File: config.mk
export PLATFORM = sky130hd
export DESIGN_NAME = regfile_wb
export DESIGN_NICKNAME = d
export VERILOG_FILES = /design/src/rtl/regfile_wb.sv
export SDC_FILE = /design/constraint.sdc
export NUM_CORES = 1
export LEC_CHECK = 0
export ABC_AREA = 1
export CORE_ASPECT_RATIO = 1.1
export CORE_UTILIZATION = 35
export DETAILED_ROUTE_END_ITERATION = 7
export HOLD_SLACK_MARGIN = 0.08
export SLEW_MARGIN = 5
export SYNTH_ARGS = -nofsm -noshare
export SYNTH_HDL_FRONTEND = slang
export SYNTH_SLANG_ARGS = --single-unit
File: constraint.sdc
create_clock -name clk -period 5.6 [get_ports clk]
set_clock_uncertainty 0.1 [all_clocks]
set_input_delay 1.68 -clock clk [delete_from_list [all_inputs] [get_ports clk]]
set_output_delay 1.68 -clock clk [all_outputs]
set_load 0.02 [all_outputs]
File: src/rtl/regfile_wb.sv
// Write-side front end of the 32x32 register file: merges ALU results and buffered load
// responses onto the single write port and tracks outstanding loads in a pending scoreboard.
module regfile_wb #(
  parameter int unsigned DEPTH = 2
) (
  input  logic        clk,
  input  logic        reset,
  input  logic        alu_valid,
  input  logic [4:0]  alu_rd,
  input  logic [31:0] alu_data,
  input  logic        ld_valid,
  output logic        ld_ready,
  input  logic [4:0]  ld_rd,
  input  logic [31:0] ld_data,
  input  logic        iss_valid,
  input  logic [4:0]  iss_rd,
  output logic        we,
  output logic [4:0]  wa,
  output logic [31:0] wdata,
  output logic [31:0] pending,
  output logic        sb_err
);

  localparam int unsigned PW = (DEPTH > 1) ? $clog2(DEPTH) : 1;
  localparam int unsigned CW = PW + 1;
  localparam logic [CW-1:0] DepthCnt = CW'(DEPTH);
  localparam logic [PW-1:0] PtrOne   = PW'(1);
  localparam logic [CW-1:0] CntOne   = CW'(1);

  // Load-response FIFO storage; contents need no reset since count gates every read.
  logic [4:0]    rd_mem   [DEPTH];
  logic [31:0]   data_mem [DEPTH];
  logic [PW-1:0] head_q, head_d;
  logic [PW-1:0] tail_q, tail_d;
  logic [CW-1:0] count_q, count_d;

  logic        we_q, we_d;
  logic [4:0]  wa_q, wa_d;
  logic [31:0] wdata_q, wdata_d;
  logic [31:0] pending_q, pending_d;
  logic        sb_err_q, sb_err_d;

  logic        alu_req;
  logic        push;
  logic        pop;
  logic [4:0]  head_rd;
  logic [31:0] head_data;

  assign ld_ready  = reset && (count_q < DepthCnt);
  assign alu_req   = alu_valid && (alu_rd != 5'd0);
  assign push      = ld_valid && ld_ready;
  // ALU owns the port whenever it has a real write; loads only drain in idle slots.
  assign pop       = !alu_req && (count_q != '0);
  assign head_rd   = rd_mem[head_q];
  assign head_data = data_mem[head_q];

  always_comb begin
    head_d  = head_q;
    tail_d  = tail_q;
    count_d = count_q;
    if (push) begin
      tail_d = tail_q + PtrOne;
    end
    if (pop) begin
      head_d = head_q + PtrOne;
    end
    unique case ({push, pop})
      2'b10:   count_d = count_q + CntOne;
      2'b01:   count_d = count_q - CntOne;
      default: count_d = count_q;
    endcase
  end

  always_comb begin
    we_d    = 1'b0;
    wa_d    = wa_q;
    wdata_d = wdata_q;
    if (alu_req) begin
      we_d    = 1'b1;
      wa_d    = alu_rd;
      wdata_d = alu_data;
    end else if (pop && (head_rd != 5'd0)) begin
      we_d    = 1'b1;
      wa_d    = head_rd;
      wdata_d = head_data;
    end
  end

  always_comb begin
    pending_d = pending_q;
    if (pop) begin
      pending_d[head_rd] = 1'b0;
    end
    // A new issue to the register being retired keeps it pending.
    if (iss_valid && (iss_rd != 5'd0)) begin
      pending_d[iss_rd] = 1'b1;
    end
    pending_d[0] = 1'b0;
  end

  always_comb begin
    sb_err_d = sb_err_q;
    if (push && (ld_rd != 5'd0) && !pending_q[ld_rd]) begin
      sb_err_d = 1'b1;
    end
  end

  always_ff @(posedge clk) begin
    if (push) begin
      rd_mem[tail_q]   <= ld_rd;
      data_mem[tail_q] <= ld_data;
    end
  end

  always_ff @(posedge clk or negedge reset) begin
    if (!reset) begin
      head_q    <= '0;
      tail_q    <= '0;
      count_q   <= '0;
      we_q      <= 1'b0;
      wa_q      <= '0;
      wdata_q   <= '0;
      pending_q <= '0;
      sb_err_q  <= 1'b0;
    end else begin
      head_q    <= head_d;
      tail_q    <= tail_d;
      count_q   <= count_d;
      we_q      <= we_d;
      wa_q      <= wa_d;
      wdata_q   <= wdata_d;
      pending_q <= pending_d;
      sb_err_q  <= sb_err_d;
    end
  end

  assign we      = we_q;
  assign wa      = wa_q;
  assign wdata   = wdata_q;
  assign pending = pending_q;
  assign sb_err  = sb_err_q;

endmodule
==> flow_metrics.tcl, run 1 <==
set metrics [dict create \
    synth-seq-cells 148 \
    routed_wirelength_mm 17.69 \
    critPathKind "in -> out" \
    yosysSeqAreaShare 0.6245 \
    combPwrFrac 0.376 \
    status "complete, no violations" \
    synth.yosys.warnings 0 \
    final_util 0.4859 \
    htree_levels 4 \
    root_buffer "clkbuf_16" \
    finalCritPeriodShare 0.7815 \
    io_pins 156 \
    fin_area_um2 8915 \
    drtAntennaViolNets 0 \
    rsz0062_at_grt "no" \
    setup_viol 0 \
    route.vias.total 5306 \
    clock-sinks 148 \
    worst_ep_required_time_ns 3.82 \
    clk_pin_slew_worst_paths_ns 0.06 \
    post_cts_resize_count 0 \
    intPower_w 0.002948 \
    grt_pass1_wl_mm 28.17 \
    post_drt_wl_per_cell_um 15.98 \
    post_cts_buffers 0 \
    p_switching_w 0.001644 \
    pwr-share-clk 0.267 \
    nets 936 \
    netlist_instances 701 \
    syn_nets 786 \
    cts_hold_buf 0 \
    drcViolationCount 0 \
    core_um2 18350 \
    hold_violations 0 \
    drtIter0Drc 277 \
    grt_max_degree 48 \
    antenna_cells 0 \
    switching_share 0.3580 \
    slew_headroom 0.2708 \
    p_leak_nw 3.780 \
    firstDrtPassIters 5 \
    hold_path.class "reg -> reg" \
    reg2reg_setup_slack_ns 2.48 \
    die_area_um2 19190 \
    cts_tree "built" \
    seqPwrFrac 0.358 \
    critPathMaxFanout 2 \
    portBuffers 154 \
    irDropWorstVdd_uv 261.6 \
    maxCapViolations 0 \
    fp.dieH_um 145.2 \
    grt_usage 0.1937 \
    row_count 52 \
    start_kind "input port" \
    place_hpwl_mm 11.69 \
    clk_latency_ns 0.42 \
    netlist_area_um2 6524 \
    place_congestion 0.8594 \
    fmax_mhz 228.5 \
    die_x_um 132.2 \
    finalMaxSlewViolations 0 \
    final.setup.tns_ns 0 \
    grt_pass1_vias 5171 \
    viasPerCell 4.793 \
    grt_overflow 0 \
    synth.distinct_cells 30 \
    antenna_found_initial 1 \
    clockBufferDepth 2 \
    worst_slew_pin_slew_ns 1.090 \
    area_delta_synth_final_pct 36.65 \
    cp-end-kind "output port" \
    worstPathArrival_ns 2.60 \
    power_density_nw_per_um2 515.2 \
    postSynthAreaPerCell_um2 9.306 \
    start_util 0.3556 \
    drive_above_1_share 0.05787 \
    min_period_ns 4.376 \
    placed_area_um2 8283 \
    cts_made_buffers 17 \
]
final cells by class:
class	instances	area, µm²
flip-flops and latches	148	4074
fillers	1758	9433
repair buffers	163	1607
clock buffers	21	450.4
clock inverters	11	181.4
well taps	243	304.0
inverters	47	176.4
multi-input cells	474	2122
power by group through the flow:
| stage | clock network (W) | logic [W] | registers, W |
|---|---|---|---|
| after global placement | 0 | 0.00172 | 0.00166 |
| after global routing | 0.00129 | 0.00189 | 0.00168 |
| after CTS | 0.00124 | 0.00175 | 0.00164 |
| after detailed placement | 0 | 0.00173 | 0.00166 |
| final | 0.00122 | 0.00173 | 0.00164 |
| after floorplan | 0 | 0.000685 | 0.00192 |
cells in the mapped netlist, drive strengths merged:
| master | count | area share |
|---|---|---|
| a21boi | 1 | 0.0017 |
| a21oi | 2 | 0.0015 |
| a31o | 1 | 0.0013 |
| a31oi | 32 | 0.031 |
| buf | 16 | 0.019 |
| clkbuf | 16 | 0.0092 |
| conb | 1 | 0.00057 |
| dfrtp | 74 | 0.28 |
| edfxtp | 74 | 0.34 |
| ha | 1 | 0.0019 |
| inv | 47 | 0.027 |
| nand2 | 255 | 0.15 |
| nand3 | 72 | 0.055 |
| nand4 | 1 | 0.00096 |
| nor2 | 47 | 0.027 |
| nor3 | 8 | 0.0061 |
| o21ai | 43 | 0.035 |
| o31ai | 1 | 0.0012 |
| or2 | 5 | 0.0048 |
| xnor2 | 1 | 0.0013 |
| xor2 | 3 | 0.0040 |
cells in the final DEF (no fill, tap or decap), types with 10 or more instances in the layout:
cell type | Yosys | final
clkbuf_16 | 0 | 17
buf_4 | 2 | 10
nand2_1 | 254 | 253
inv_1 | 46 | 46
dfrtp_1 | 74 | 74
o21ai_0 | 39 | 39
nor2_1 | 46 | 44
clkdlybuf4s50_1 | 0 | 153
edfxtp_1 | 74 | 74
nand3_1 | 72 | 72
a31oi_1 | 32 | 32
sequential cells by signal (all words and copies together) (netlist names):
| signal | flops |
|---|---|
| tail_q | 1 |
| sb_err | 1 |
| count_q | 2 |
| rd_mem | 10 |
| wdata | 32 |
| we | 1 |
| data_mem | 64 |
| wa | 5 |
| pending | 31 |
| head_q | 1 |
per-layer routing:
| metal | vias to the layer above | track usage | routed length (µm) |
|---|---|---|---|
| met3 | 27 | 0.05416 | 1082 |
| met4 | 2 | 0.05690 | 240 |
| met5 | - | 0 | 11 |
| met1 | 2504 | 0.2499 | 7875 |
| met2 | 157 | 0.3167 | 8481 |
| li1 | 2616 | - | - |
final timing paths:
kind | start | to | cells past startpoint
worst max-delay path | reset | ld_ready | 4
min in group asynchronous | reset | wdata[2] | 2
worst max register to register | head_q | wdata[11] | 10
max in group asynchronous | reset | pending[4] | 3
worst min register to register | sb_err | sb_err | 2
worst min-delay path | sb_err | sb_err | 2
critical path: stages:
cell             delay [ns]
buf_4                  0.12
inv_1                  0.05
nor2_1                 0.12
clkdlybuf4s50_1        0.63
kinds of logic (layout without fill, tap and decap cells):
logic type	after synthesis	count (layout)	share of synthesized area
other	1	1	0.0005748
DFF	148	148	0.6245
adders and majority gates	1	1	0.001918
AOI/OAI and AO/OA	80	80	0.07116
buffers and inverters	79	242	0.05485
and+or+nand+nor	388	388	0.2417
xor gates and xnor gates	4	4	0.005371
per-stage QoR:
step	hold WS, ns	setup slack (ns)	std cells	power (W)
4_1_cts	0.3765	1.188	1107	0.004632
6_report	0.3680	1.224	1107	0.004593
3_5_place_dp	0.3620	1.191	1075	0.003395
5_1_grt	0.4275	1.166	1107	0.004859
2_1_floorplan	0.3820	1.239	701	0.002608
3_3_place_gp	0.3630	1.192	1075	0.003381
No activity file was read; power rests on OpenSTA's default activity.
==> run 2, diff against run 1 <==
==> constraint.sdc (replaced) <==
create_clock -name clk -period 3.8 [get_ports clk]
set_clock_uncertainty 0.1 [all_clocks]
set_input_delay 1.14 -clock clk [delete_from_list [all_inputs] [get_ports clk]]
set_output_delay 1.14 -clock clk [all_outputs]
set_load 0.02 [all_outputs]
==> run 2 against run 1 <==
  * Wire length is 1.0% lower
  * Combinational power is 47% higher
  * Via count is 0.21% higher
  * Critical path type unchanged
  * Critical endpoint unchanged
  * Largest cell class unchanged
  * Largest power group unchanged
  * Highest routed layer unchanged
==> flow_metrics.tcl, run 2 (synthesized netlist as in run 1, its figures left out) <==
set metrics [dict create \
    worstPathBufferInverterCount 3 \
    die_area_um2 19190 \
    use_met1 0.2435 \
    firstDrtPassIters 5 \
    clockBufferDepth 2 \
    path_cells "buf_4 > inv_1 > nor2_1 > clkdlybuf4s50_1" \
    post_cts_resize_count 0 \
    grt_pass1_wl_mm 27.73 \
    power_density_nw_per_um2 737.4 \
    routed_wirelength_mm 17.51 \
    viasPerCell 4.769 \
    area_delta_synth_final_pct 36.46 \
    hold_violations 0 \
    cts_tree "built" \
    busiest_layer "met2" \
    grt_max_degree 58 \
    fp.dieH_um 145.2 \
    finalMaxSlewViolations 0 \
    die_x_um 132.2 \
    irDropWorstVdd_uv 407.2 \
    met2_usage 0.3161 \
    worst_path_largest_cell_delay_ns 0.63 \
    worst_ep_required_time_ns 2.56 \
    grt_pass1_vias 5052 \
    route.vias.total 5317 \
    min_period_ns 3.333 \
    grt_overflow 0 \
    post_cts_buffers 0 \
    slowest_stage "clkdlybuf4s50_1" \
    worst_slew_pin_slew_ns 0.6572 \
    worstPathArrival_ns 2.09 \
    clk_latency_ns 0.42 \
    fmax_mhz 300.0 \
    rsz0062_at_grt "no" \
    regMostFlops "data_mem" \
    io_pins 156 \
    status "complete, no violations" \
    drtIter0Drc 254 \
    num-fill-cells 1781 \
    start_util 0.3556 \
    reg2reg_from "head_q" \
    maxCapViolations 0 \
    setup_viol 0 \
    critPathMaxFanout 2 \
    drcViolationCount 0 \
    hold_path.class "reg -> reg" \
    clk_pin_slew_worst_paths_ns 0.06 \
    cts_made_buffers 17 \
    hold_slack_ns 0.3647 \
    cts_hold_buf 0 \
    finalCritPeriodShare 0.8771 \
    row_count 52 \
    htree_levels 4 \
    start_kind "input port" \
    clock-sinks 148 \
    drtAntennaViolNets 0 \
    grt_usage 0.1914 \
    core_um2 18350 \
    place_hpwl_mm 12.12 \
    min_from "sb_err" \
    nets 943 \
    root_buffer "clkbuf_16" \
    p_leak_nw 3.776 \
    largest_reg_flops 64 \
    portBuffers 154 \
    post_drt_wl_per_cell_um 15.71 \
    critPathKind "in -> out" \
    globalRouteMet3Util 0.04717 \
    critical_path.startpoint "reset" \
    final_common_cell "nand2_1" \
    drive_above_1_share 0.06429 \
    power.total_w 0.006565 \
    antenna_found_initial 2 \
    mostFrequentLayoutCells "253 x nand2_1, 153 x clkdlybuf4s50_1, 74 x dfrtp_1, 74 x edfxtp_1, 72 x nand3_1" \
    slew_headroom 0.5619 \
    place_congestion 0.8365 \
    cp-end-kind "output port" \
    critPathTopFamily "buffers and inverters" \
]
run 2: final timing paths:
path,endpoint,cells after the start,slack [ns]
worst max-delay path,ld_ready,4,0.47
worst min-delay path,sb_err,2,0.36
worst max register to register,wdata[27],10,1.00
worst min register to register,sb_err,2,0.36
max in group asynchronous,pending[5],3,1.93
min in group asynchronous,wdata[4],2,0.66
run 2: per-layer routing:
metal,up-vias,wire (µm),part of all wire
met1,2470,7709,0.44
li1,2644,-,-
met5,-,11,0.00063
met3,18,1107,0.063
met2,183,8423,0.48
met4,2,263,0.015
run 2: cell type report:
class,instances,area [µm²],area share
multi-input combinational,474,2122,0.2384
clock buffer,20,436.7,0.04905
timing repair buffer,170,1672,0.1878
tap,243,304.0,0.03415
inverter,47,176.4,0.01982
clock inverter,12,115.1,0.01293
antenna,1,2.502,0.0002811
sequential,148,4074,0.4576
run 2: worst reg2reg max path: cells and delay by family, from the launching register on:
kind            cells  cell delay, ns
buf+inv             2            0.40
flops               1            0.75
compound gates      1            0.54
simple gates        7            0.91
run 2: power by group:
group | internal [W] | leakage, nW | switching [W] | total (W)
logic | 0.00105 | 1.97 | 0.00149 | 0.00254
clock network | 0.000954 | 0.266 | 0.000624 | 0.00158
registers | 0.00214 | 1.54 | 0.000299 | 0.00244
run 2: per-stage QoR:
stage	utilization	cells	setup WS, ns	area, µm²	TNS [ns]
global route	0.4852	1115	0.4100	8902	0
global placement	0.4550	1082	0.4258	8348	0
finish	0.4852	1115	0.4671	8902	0
floorplan	-	701	-0.02071	6524	-1.533
detailed placement	0.4550	1082	0.4286	8348	0
CTS	0.4851	1114	0.4276	8900	0
==> run 3, diff against run 2 <==
--- a/config.mk
+++ b/config.mk
@@ -10,6 +10,8 @@
 export CORE_UTILIZATION = 35
 export DETAILED_ROUTE_END_ITERATION = 7
 export HOLD_SLACK_MARGIN = 0.08
+export MAX_ROUTING_LAYER = met4
+export PLACE_DENSITY = 0.61
 export SLEW_MARGIN = 5
 export SYNTH_ARGS = -nofsm -noshare
 export SYNTH_HDL_FRONTEND = slang
==> run 3 against run 2 <==
  * Non-clock buffer count decreased by 2
  * Critical path depth did not move
  * Combinational power about the same
  * Global-route usage grew 0.75 points
  * Worst hold slack worse by 0.0019 ns
  * Power fell by 1.1%
  * Maximum frequency grew 1.1%
  * Clock power is 6% lower
  * Highest routed layer is now met4
==> flow_metrics.tcl, run 3 (synthesized netlist as in run 1, its figures left out) <==
set metrics [dict create \
    start_kind "input port" \
    area_delta_synth_final_pct 36.08 \
    antenna_found_initial 2 \
    root_buffer "clkbuf_16" \
    reg2reg_setup_slack_ns 0.94 \
    intPower_w 0.004032 \
    core_um2 18350 \
    clock-sinks 148 \
    fp.dieH_um 145.2 \
    min_period_ns 3.298 \
    portBuffers 154 \
    r2r_cells 10 \
    io_pins 156 \
    placed_area_um2 8346 \
    place_congestion 0.8944 \
    post_cts_buffers 0 \
    rsz0062_at_grt "no" \
    viasPerCell 4.821 \
    irDropWorstVdd_uv 371.2 \
    power_density_nw_per_um2 731.0 \
    p_switching_w 0.002457 \
    clockBufferDepth 2 \
    setup_viol 0 \
    grt_pass1_vias 5187 \
    route.vias.total 5366 \
    worst_slack_ns 0.5018 \
    final_common_cell "nand2_1" \
    worstPathArrival_ns 2.06 \
    combPwrFrac 0.393 \
    clk_pin_slew_worst_paths_ns 0.06 \
    largest_reg_flops 64 \
    drtAntennaViolNets 0 \
    place_hpwl_mm 12.13 \
    slew_headroom 0.6059 \
    fmax_mhz 303.2 \
    hold_violations 0 \
    mostFrequentLayoutCells "253 x nand2_1, 153 x clkdlybuf4s50_1, 74 x dfrtp_1, 74 x edfxtp_1, 72 x nand3_1" \
    maxCapViolations 0 \
    status "complete, no violations" \
    routed_wirelength_mm 17.87 \
    drive_above_1_share 0.06797 \
    firstDrtPassIters 5 \
    cts_tree "built" \
    pwr-share-clk 0.230 \
    min_from "sb_err" \
    switching_share 0.3787 \
    p_leak_nw 3.760 \
    row_count 52 \
    drtIter0Drc 324 \
    reg2reg_from "head_q" \
    worst_slew_pin_slew_ns 0.5866 \
    cts_hold_buf 0 \
    worst_ep_required_time_ns 2.56 \
    finalCritPeriodShare 0.8679 \
    dp_worst_setup_slack_ns 0.4720 \
    r2r_end "wdata[2]" \
    critPathMaxFanout 2 \
    clk_latency_ns 0.43 \
    grt_pass1_wl_mm 28.10 \
    post_cts_resize_count 0 \
    finalMaxSlewViolations 0 \
    cts_made_buffers 17 \
    hold_path.class "reg -> reg" \
    drcViolationCount 0 \
    fin_area_um2 8877 \
    start_util 0.3556 \
    post_drt_wl_per_cell_um 16.06 \
    num-fill-cells 1768 \
    grt_usage 0.1989 \
    min_path_cells 2 \
    die_area_um2 19190 \
    nets 941 \
    grt_max_degree 54 \
    htree_levels 4 \
    seqPwrFrac 0.377 \
    critPathKind "in -> out" \
    grt_overflow 0 \
    regMostFlops "data_mem" \
    cp-end-kind "output port" \
    die_x_um 132.2 \
    holdPathEnd "sb_err" \
]
==> run 3: cell type report <==
cell class,instances,area [µm²],area share
clock inverter,13,87.58,0.009866
inverter,47,176.4,0.01987
sequential,148,4074,0.4589
clock buffer,18,439.2,0.04947
multi-input combinational,474,2122,0.2390
antenna,2,5.005,0.0005638
tap,243,304.0,0.03425
timing repair buffer,168,1669,0.1880
==> run 3: power groups by stage <==
stage	sequential, W	clock, W	combinational (W)
final	0.00244	0.00149	0.00255
after global routing	0.00250	0.00160	0.00279
after CTS	0.00244	0.00152	0.00258
after detailed placement	0.00247	0	0.00256
after global placement	0.00246	0	0.00255
after floorplan	0.00283	0	0.00101
==> run 3: worst max-delay path: stages <==
cell	delay (ns)
buf_4	0.13
inv_1	0.04
nor2_1	0.12
clkdlybuf4s50_1	0.62
==> run 3: through the flow <==
step	util	std cells	TNS [ns]	hold WS, ns	power [W]
detailed placement	0.4549	1080	0	0.3565	0.005034
global placement	0.4549	1080	0	0.3594	0.005009
global route	0.4838	1113	0	0.4096	0.006887
CTS	0.4836	1111	0	0.3719	0.006547
finish	0.4838	1113	0	0.3628	0.006490
floorplan	-	701	-1.533	0.3820	0.003843
==> run 3: worst max-delay path by stage <==
stage	start	endpoint	slack [ns]
after CTS	reset	ld_ready	0.47
after global placement	reset	ld_ready	0.45
after detailed placement	reset	ld_ready	0.47
after floorplan	reset	data_mem[0][0]	-0.02
after global routing	reset	ld_ready	0.46
final	reset	ld_ready	0.50
==> run 3: layer usage <==
layer	GRT usage	wire length [µm]
met2	0.3198	8790
met5	-	0
met3	0.04822	985
met1	0.2455	7889
met4	0.06667	208
